**src/rtl/logic_gates.sv**
```systemverilog
// rtl/logic_gates.sv - bitwise AND/OR/NOT/NAND/NOR/XOR/XNOR with optional output register
// REG_OUT=1 registers every result with async reset to zero; REG_OUT=0 is purely combinational.
module logic_gates #(
  parameter int WIDTH   = 1,
  parameter bit REG_OUT = 1'b1
) (
  input  logic             iClk,
  input  logic             iRst,
  input  logic [WIDTH-1:0] iA,
  input  logic [WIDTH-1:0] iB,
  output logic [WIDTH-1:0] oAnd,
  output logic [WIDTH-1:0] oOr,
  output logic [WIDTH-1:0] oNot,
  output logic [WIDTH-1:0] oNand,
  output logic [WIDTH-1:0] oNor,
  output logic [WIDTH-1:0] oXor,
  output logic [WIDTH-1:0] oXnor
);

  logic [WIDTH-1:0] and_d, or_d, not_d, nand_d, nor_d, xor_d, xnor_d;

  assign and_d  = iA & iB;
  assign or_d   = iA | iB;
  assign not_d  = ~iA;
  assign nand_d = ~(iA & iB);
  assign nor_d  = ~(iA | iB);
  assign xor_d  = iA ^ iB;
  assign xnor_d = ~(iA ^ iB);

  generate
    if (WIDTH < 1) begin : g_width_check
      $error("logic_gates: WIDTH must be >= 1");
    end

    if (REG_OUT) begin : g_reg
      logic [WIDTH-1:0] and_q, or_q, not_q, nand_q, nor_q, xor_q, xnor_q;

      // Reset clears the inverting outputs too, so all results read zero during reset.
      always_ff @(posedge iClk or posedge iRst) begin
        if (iRst) begin
          and_q  <= '0;
          or_q   <= '0;
          not_q  <= '0;
          nand_q <= '0;
          nor_q  <= '0;
          xor_q  <= '0;
          xnor_q <= '0;
        end else begin
          and_q  <= and_d;
          or_q   <= or_d;
          not_q  <= not_d;
          nand_q <= nand_d;
          nor_q  <= nor_d;
          xor_q  <= xor_d;
          xnor_q <= xnor_d;
        end
      end

      assign oAnd  = and_q;
      assign oOr   = or_q;
      assign oNot  = not_q;
      assign oNand = nand_q;
      assign oNor  = nor_q;
      assign oXor  = xor_q;
      assign oXnor = xnor_q;
    end else begin : g_comb
      logic unused_clk_rst;
      assign unused_clk_rst = iClk ^ iRst;

      assign oAnd  = and_d;
      assign oOr   = or_d;
      assign oNot  = not_d;
      assign oNand = nand_d;
      assign oNor  = nor_d;
      assign oXor  = xor_d;
      assign oXnor = xnor_d;
    end
  endgenerate

endmodule

```
**config.mk**
```make
export PLATFORM = sky130hd
export DESIGN_NAME = logic_gates
export DESIGN_NICKNAME = d
export VERILOG_FILES = /design/src/rtl/logic_gates.sv
export SDC_FILE = /design/constraint.sdc
export NUM_CORES = 1
export LEC_CHECK = 0
export ABC_CLOCK_PERIOD_IN_PS = 800
export CORE_AREA = 5 5 42 44
export CTS_CLUSTER_SIZE = 20
export DETAILED_ROUTE_END_ITERATION = 16
export DIE_AREA = 0 0 47 49
export PLACE_DENSITY_LB_ADDON = 0.2
export SYNTH_ARGS = -nofsm -noshare
export SYNTH_HDL_FRONTEND = slang
export SYNTH_SLANG_ARGS = --single-unit
export TNS_END_PERCENT = 10
```
**constraint.sdc**
```tcl
create_clock -name iClk -period 0.8 [get_ports iClk]
set_input_delay 0.08 -clock iClk [delete_from_list [all_inputs] [get_ports iClk]]
set_output_delay 0.08 -clock iClk [all_outputs]
set_load 0.1 [all_outputs]
```
==> results.py, run 1 <==
metrics = {
    "outcome": {
        "status": "finished, violations left",
        "violations": "negative setup slack",
    },
    "logic_synthesis": {
        "ys_types": 3,
        "synth_edf_count": 0,
        "synthFlopType": "dfrtp_1",
        "syn_area_sq_um": 248,
        "synth.yosys.seq_area_share_pct": 70.7,
        "synth_top_area_share_pct": 70.7,
        "yosys_register_bits": 7,
        "synth_common_cells": "dfrtp_1 (7), inv_1 (6), ha_1 (4)",
        "yosys_warnings": 0,
        "yosysTopAreaCell": "dfrtp_1",
        "yosysMostFrequentCell": "dfrtp_1",
        "synth_area_leaders": "dfrtp_1 (71%), ha_1 (20%), inv_1 (9.1%)",
        "synth_nets": 25,
        "avgSynthCellArea_sq_um": 14.6,
        "syn_inst": 17,
        "async_flop_share_pct": 100,
    },
    "setup_path": {
        "cp_top_family": "flip-flops",
        "crit_chain": "buf_12",
        "crit_type": "reg -> out",
        "arrival_ps": 820,
        "required_ps": 720,
        "crit_path_max_incr_delay_ps": 410,
        "crit_start": "oAnd",
        "endpoint_kind": "output pin",
        "cp_slowest_cell": "dfrtp_2",
        "cp-start-kind": "flop",
        "crit_fanout": 1,
        "path_buf_inv": 1,
    },
    "drt": {
        "drt.antenna.violating_nets": 0,
        "drc": 0,
        "avgViaCountPerCell": 3.37,
        "first_pass_iters": 2,
        "dr_total_vias": 165,
        "drt-total-wl_um": 414,
        "wl_per_cell_um": 8.45,
        "drt_iter0_markers": 1,
    },
    "clock_tree": {
        "postCtsSetupRepairBufs": 0,
        "clock_path_buffers": 2,
        "clockRootBuffer": "clkbuf_4",
        "cts.sinks": 7,
        "cts.clk_slew.worst_paths_ps": 50,
        "cts_tree": "yes",
        "cts_made_buffers": 3,
        "hold_buffers": 0,
        "h-tree-depth": 1,
    },
    "floorplanning": {
        "rows": 14,
        "start_util_pct": 17.7,
        "io_pins": 11,
        "coreArea_sq_um": 1400,
        "die_h_um": 49,
        "die_w_um": 47,
        "die-area_sq_um": 2300,
    },
    "timing": {
        "setup_viol": 7,
        "relSlewSlack_pct": 84.0,
        "timing.final.ws_setup_ps": -95.1,
        "finalSetupTns_ps": -613,
        "tightest_slew_ps": 240,
        "finalHoldViolCount": 0,
        "rsz0062_at_grt": "true",
        "slew_viol_final": 0,
        "finalCriticalPeriod_ps": 895,
        "fin_hold_ws_ps": 64.2,
        "fmax_mhz": 1120,
        "period_share_pct": 112,
    },
    "flow_run": {
        "cap_viol_max_count": 0,
    },
    "global_route": {
        "grt_max_degree": 8,
        "grt_pass1_wl_um": 703,
        "first_global_vias": 176,
        "grt_antenna_before_repair": 0,
        "grt_usage_pct": 4.68,
        "overflow": 0,
    },
    "layout": {
        "layout-drive-gt1-share_pct": 42.4,
        "layout.cells.non_filler": 49,
        "antenna-diode-count": 0,
        "nets": 42,
        "syn2layout_area_growth_pct": 92.9,
    },
    "place": {
        "dp_hpwl_um": 367,
        "port_buffers": 10,
        "dp.cells": 45,
        "gp_congestion": 0.678,
    },
    "power_and_ir_drop": {
        "peakVddDrop_v": 0.000616,
        "p_per_area_nw_per_um2": 2140,
        "leakagePower_nw": 0.242,
        "power_mw": 1.02,
    },
    "hold_path": {
        "hp-class": "in -> async",
    },
}
## final cells by class
type                            instances  area, sq um
Fill cell                             156          923
Inverter                                6         22.5
Timing Repair Buffer                   12          183
Tap cell                               16         20.0
Sequential cell                         7          176
Clock buffer                            4         26.3
Multi-Input combinational cell          4         50.0
## cell families after synthesis
kind of cell	synth area share, %
flops	70.7
buf+inv	9.09
fa+ha+maj	20.2
## through the flow
step | instance area (sq um) | util [%] | setup slack, ps
2_1_floorplan | 249 | - | -163
3_3_place_gp | 454 | 32.4 | -276
3_5_place_dp | 454 | 32.4 | -284
4_1_cts | 478 | 34.1 | -108
5_1_grt | 478 | 34.1 | -138
6_report | 478 | 34.1 | -95.1
## layout by cell type, fill, tap and decap left out
master and count:
buf_12 7, clkdlybuf4s50_1 1, ha_1 4, clkbuf_1 1
inv_1 5, dfrtp_2 1, inv_2 1, clkbuf_4 3
dfrtp_1 6, buf_4 2, dlygate4sd2_1 2
## state kept, by name (all words and copies together), names as in the netlist
register  count
oAnd          1
oNand         1
oNor          1
oNot          1
oOr           1
oXnor         1
oXor          1
## power by group
group	switching, mW	internal, mW	total [mW]
sequential	0.0195	0.379	0.398
combinational	0.208	0.112	0.320
clock	0.113	0.189	0.303
## repair_timing
item	CTS	global route
resized for setup	3	0
endpoints found under the setup margin	9	7
hold endpoints to repair	0	0
pin swaps	1	0
## per-layer routing
| layer | GRT usage [%] | vias to the layer above | wire length, um |
|---|---|---|---|
| li1 | - | 79 | - |
| met1 | 4.72 | 76 | 120 |
| met2 | 6.11 | 8 | 239 |
| met3 | 1.11 | 2 | 40 |
| met4 | 6.91 | 0 | 13 |
| met5 | 0 | - | 0 |
## path summary, 6_finish.rpt
check	endpoint	slack, ps	cells after the start
max	oAnd	-100	1
max in group asynchronous	oAnd	520	2
min in group iClk	oNot	160	2
min	oNot	60	2
Power figures use the tool's default switching activity.
==> inputs of run 2 (changes only) <==
--- a/config.mk
+++ b/config.mk
@@ -10,6 +10,7 @@
 export CTS_CLUSTER_SIZE = 20
 export DETAILED_ROUTE_END_ITERATION = 16
 export DIE_AREA = 0 0 47 49
+export GPL_ROUTABILITY_DRIVEN = 0
 export PLACE_DENSITY_LB_ADDON = 0.2
 export SYNTH_ARGS = -nofsm -noshare
 export SYNTH_HDL_FRONTEND = slang
==> results of run 2 <==
No change in the layout: final DEF, timing and power equal those of run 1.
==> inputs of run 3 (changes only) <==
--- a/config.mk
+++ b/config.mk
@@ -11,7 +11,7 @@
 export DETAILED_ROUTE_END_ITERATION = 16
 export DIE_AREA = 0 0 47 49
 export GPL_ROUTABILITY_DRIVEN = 0
-export PLACE_DENSITY_LB_ADDON = 0.2
+export PLACE_DENSITY = 0.49
 export SYNTH_ARGS = -nofsm -noshare
 export SYNTH_HDL_FRONTEND = slang
 export SYNTH_SLANG_ARGS = --single-unit
==> results.py, run 3 (synthesized netlist as in run 1, its figures left out) <==
metrics = {
    "clock_tree": {
        "clockRootBuffer": "clkbuf_4",
        "cts.clk_slew.worst_paths_ps": 50,
        "hold_buffers": 0,
        "cts_made_buffers": 3,
        "cts_tree": "yes",
        "postCtsSetupRepairBufs": 0,
        "cts.sinks": 7,
        "h-tree-depth": 1,
        "clock_path_buffers": 2,
    },
    "flow_run": {
        "cap_viol_max_count": 0,
    },
    "global_route": {
        "grt_usage_pct": 3.41,
        "first_global_vias": 135,
        "grt_max_degree": 8,
        "grt_pass1_wl_um": 455,
        "grt_antenna_before_repair": 0,
        "overflow": 0,
    },
    "floorplanning": {
        "coreArea_sq_um": 1400,
        "io_pins": 11,
        "die_w_um": 47,
        "die-area_sq_um": 2300,
        "start_util_pct": 17.7,
        "die_h_um": 49,
        "rows": 14,
    },
    "place": {
        "pre_cts_slack_ps": -273,
        "port_buffers": 10,
        "placed_cell_area_sq_um": 454,
        "dp_hpwl_um": 323,
    },
    "layout": {
        "fillCellCount": 148,
        "final_cell_mix": "buf_12 (7), dfrtp_1 (6), inv_1 (5)",
        "antenna-diode-count": 0,
        "syn2layout_area_growth_pct": 99.5,
        "layout-drive-gt1-share_pct": 45.5,
        "final_common_cell": "buf_12",
        "final_area_sq_um": 494,
        "nets": 42,
        "post-route-util_pct": 35.3,
    },
    "setup_path": {
        "cp-start-kind": "flop",
        "endpoint_kind": "output pin",
        "cp_top_family": "flip-flops",
        "path_buf_inv": 1,
        "crit_path_max_incr_delay_ps": 410,
        "crit_chain": "buf_12",
        "crit_start": "oAnd",
        "crit_fanout": 1,
        "cp_slowest_cell": "dfrtp_2",
        "crit_type": "reg -> out",
        "arrival_ps": 810,
        "required_ps": 720,
    },
    "timing": {
        "timing.final.ws_setup_ps": -92.7,
        "tightest_slew_ps": 240,
        "finalCriticalPeriod_ps": 893,
        "relSlewSlack_pct": 84.0,
        "slew_viol_final": 0,
        "rsz0062_at_grt": "true",
        "finalHoldViolCount": 0,
        "fmax_mhz": 1120,
        "period_share_pct": 112,
        "setup_viol": 7,
    },
    "outcome": {
        "status": "finished, violations left",
        "violations": "negative setup slack",
    },
    "drt": {
        "drc": 0,
        "avgViaCountPerCell": 3.16,
        "drt-total-wl_um": 356,
        "drt.antenna.violating_nets": 0,
        "dr_total_vias": 155,
        "wl_per_cell_um": 7.27,
        "first_pass_iters": 1,
        "drt_iter0_markers": 0,
    },
    "power_and_ir_drop": {
        "leakagePower_nw": 0.250,
        "p_per_area_nw_per_um2": 2070,
        "peakVddDrop_v": 0.000513,
        "power_mw": 1.02,
    },
    "hold_path": {
        "hp-class": "in -> async",
    },
}
-- run 3: what timing repair did --
action,in CTS,in global routing
endpoints found under the setup margin,9,8
resized for setup,2,2
pin swaps,1,0
-- run 3: stage by stage --
step                      std cells  setup TNS [ps]  hold WS [ps]
after floorplan                  17            -980          -117
after global placement           45           -1120           318
after detailed placement         45           -1120           319
after CTS                        49            -673          64.1
after global routing             49            -711          90.9
final                            49            -582          60.0
-- run 3: cell type report --
cell class                 instances  area [sq um]  share of cell area (%)
timing repair buffer              12           186                    37.7
clock buffer                       4          26.3                    5.32
tap                               16          20.0                    4.05
sequential                         7           176                    35.7
multi-input combinational          4          62.6                    12.7
inverter                           6          22.5                    4.56
-- run 3: layer usage --
layer,global-route usage [%],vias to the layer above,part of all wire [%]
li1,-,78,-
met1,2.71,66,34
met2,4.07,11,42
met3,3.32,0,24
met4,4.15,0,0
met5,0,-,0
-- run 3: final timing paths --
path	depth (start not counted)	slack, ps	end
setup / recovery	1	-90	oAnd
hold / removal	2	60	oNor
max in group asynchronous	2	530	oAnd
min in group iClk	2	70	oNot
-- run 3: where the power goes --
part	total (mW)	internal (mW)	switching, mW
Combinational	0.326	0.116	0.210
Clock	0.299	0.189	0.110
Sequential	0.398	0.379	0.0186
Total	1.02	0.684	0.339
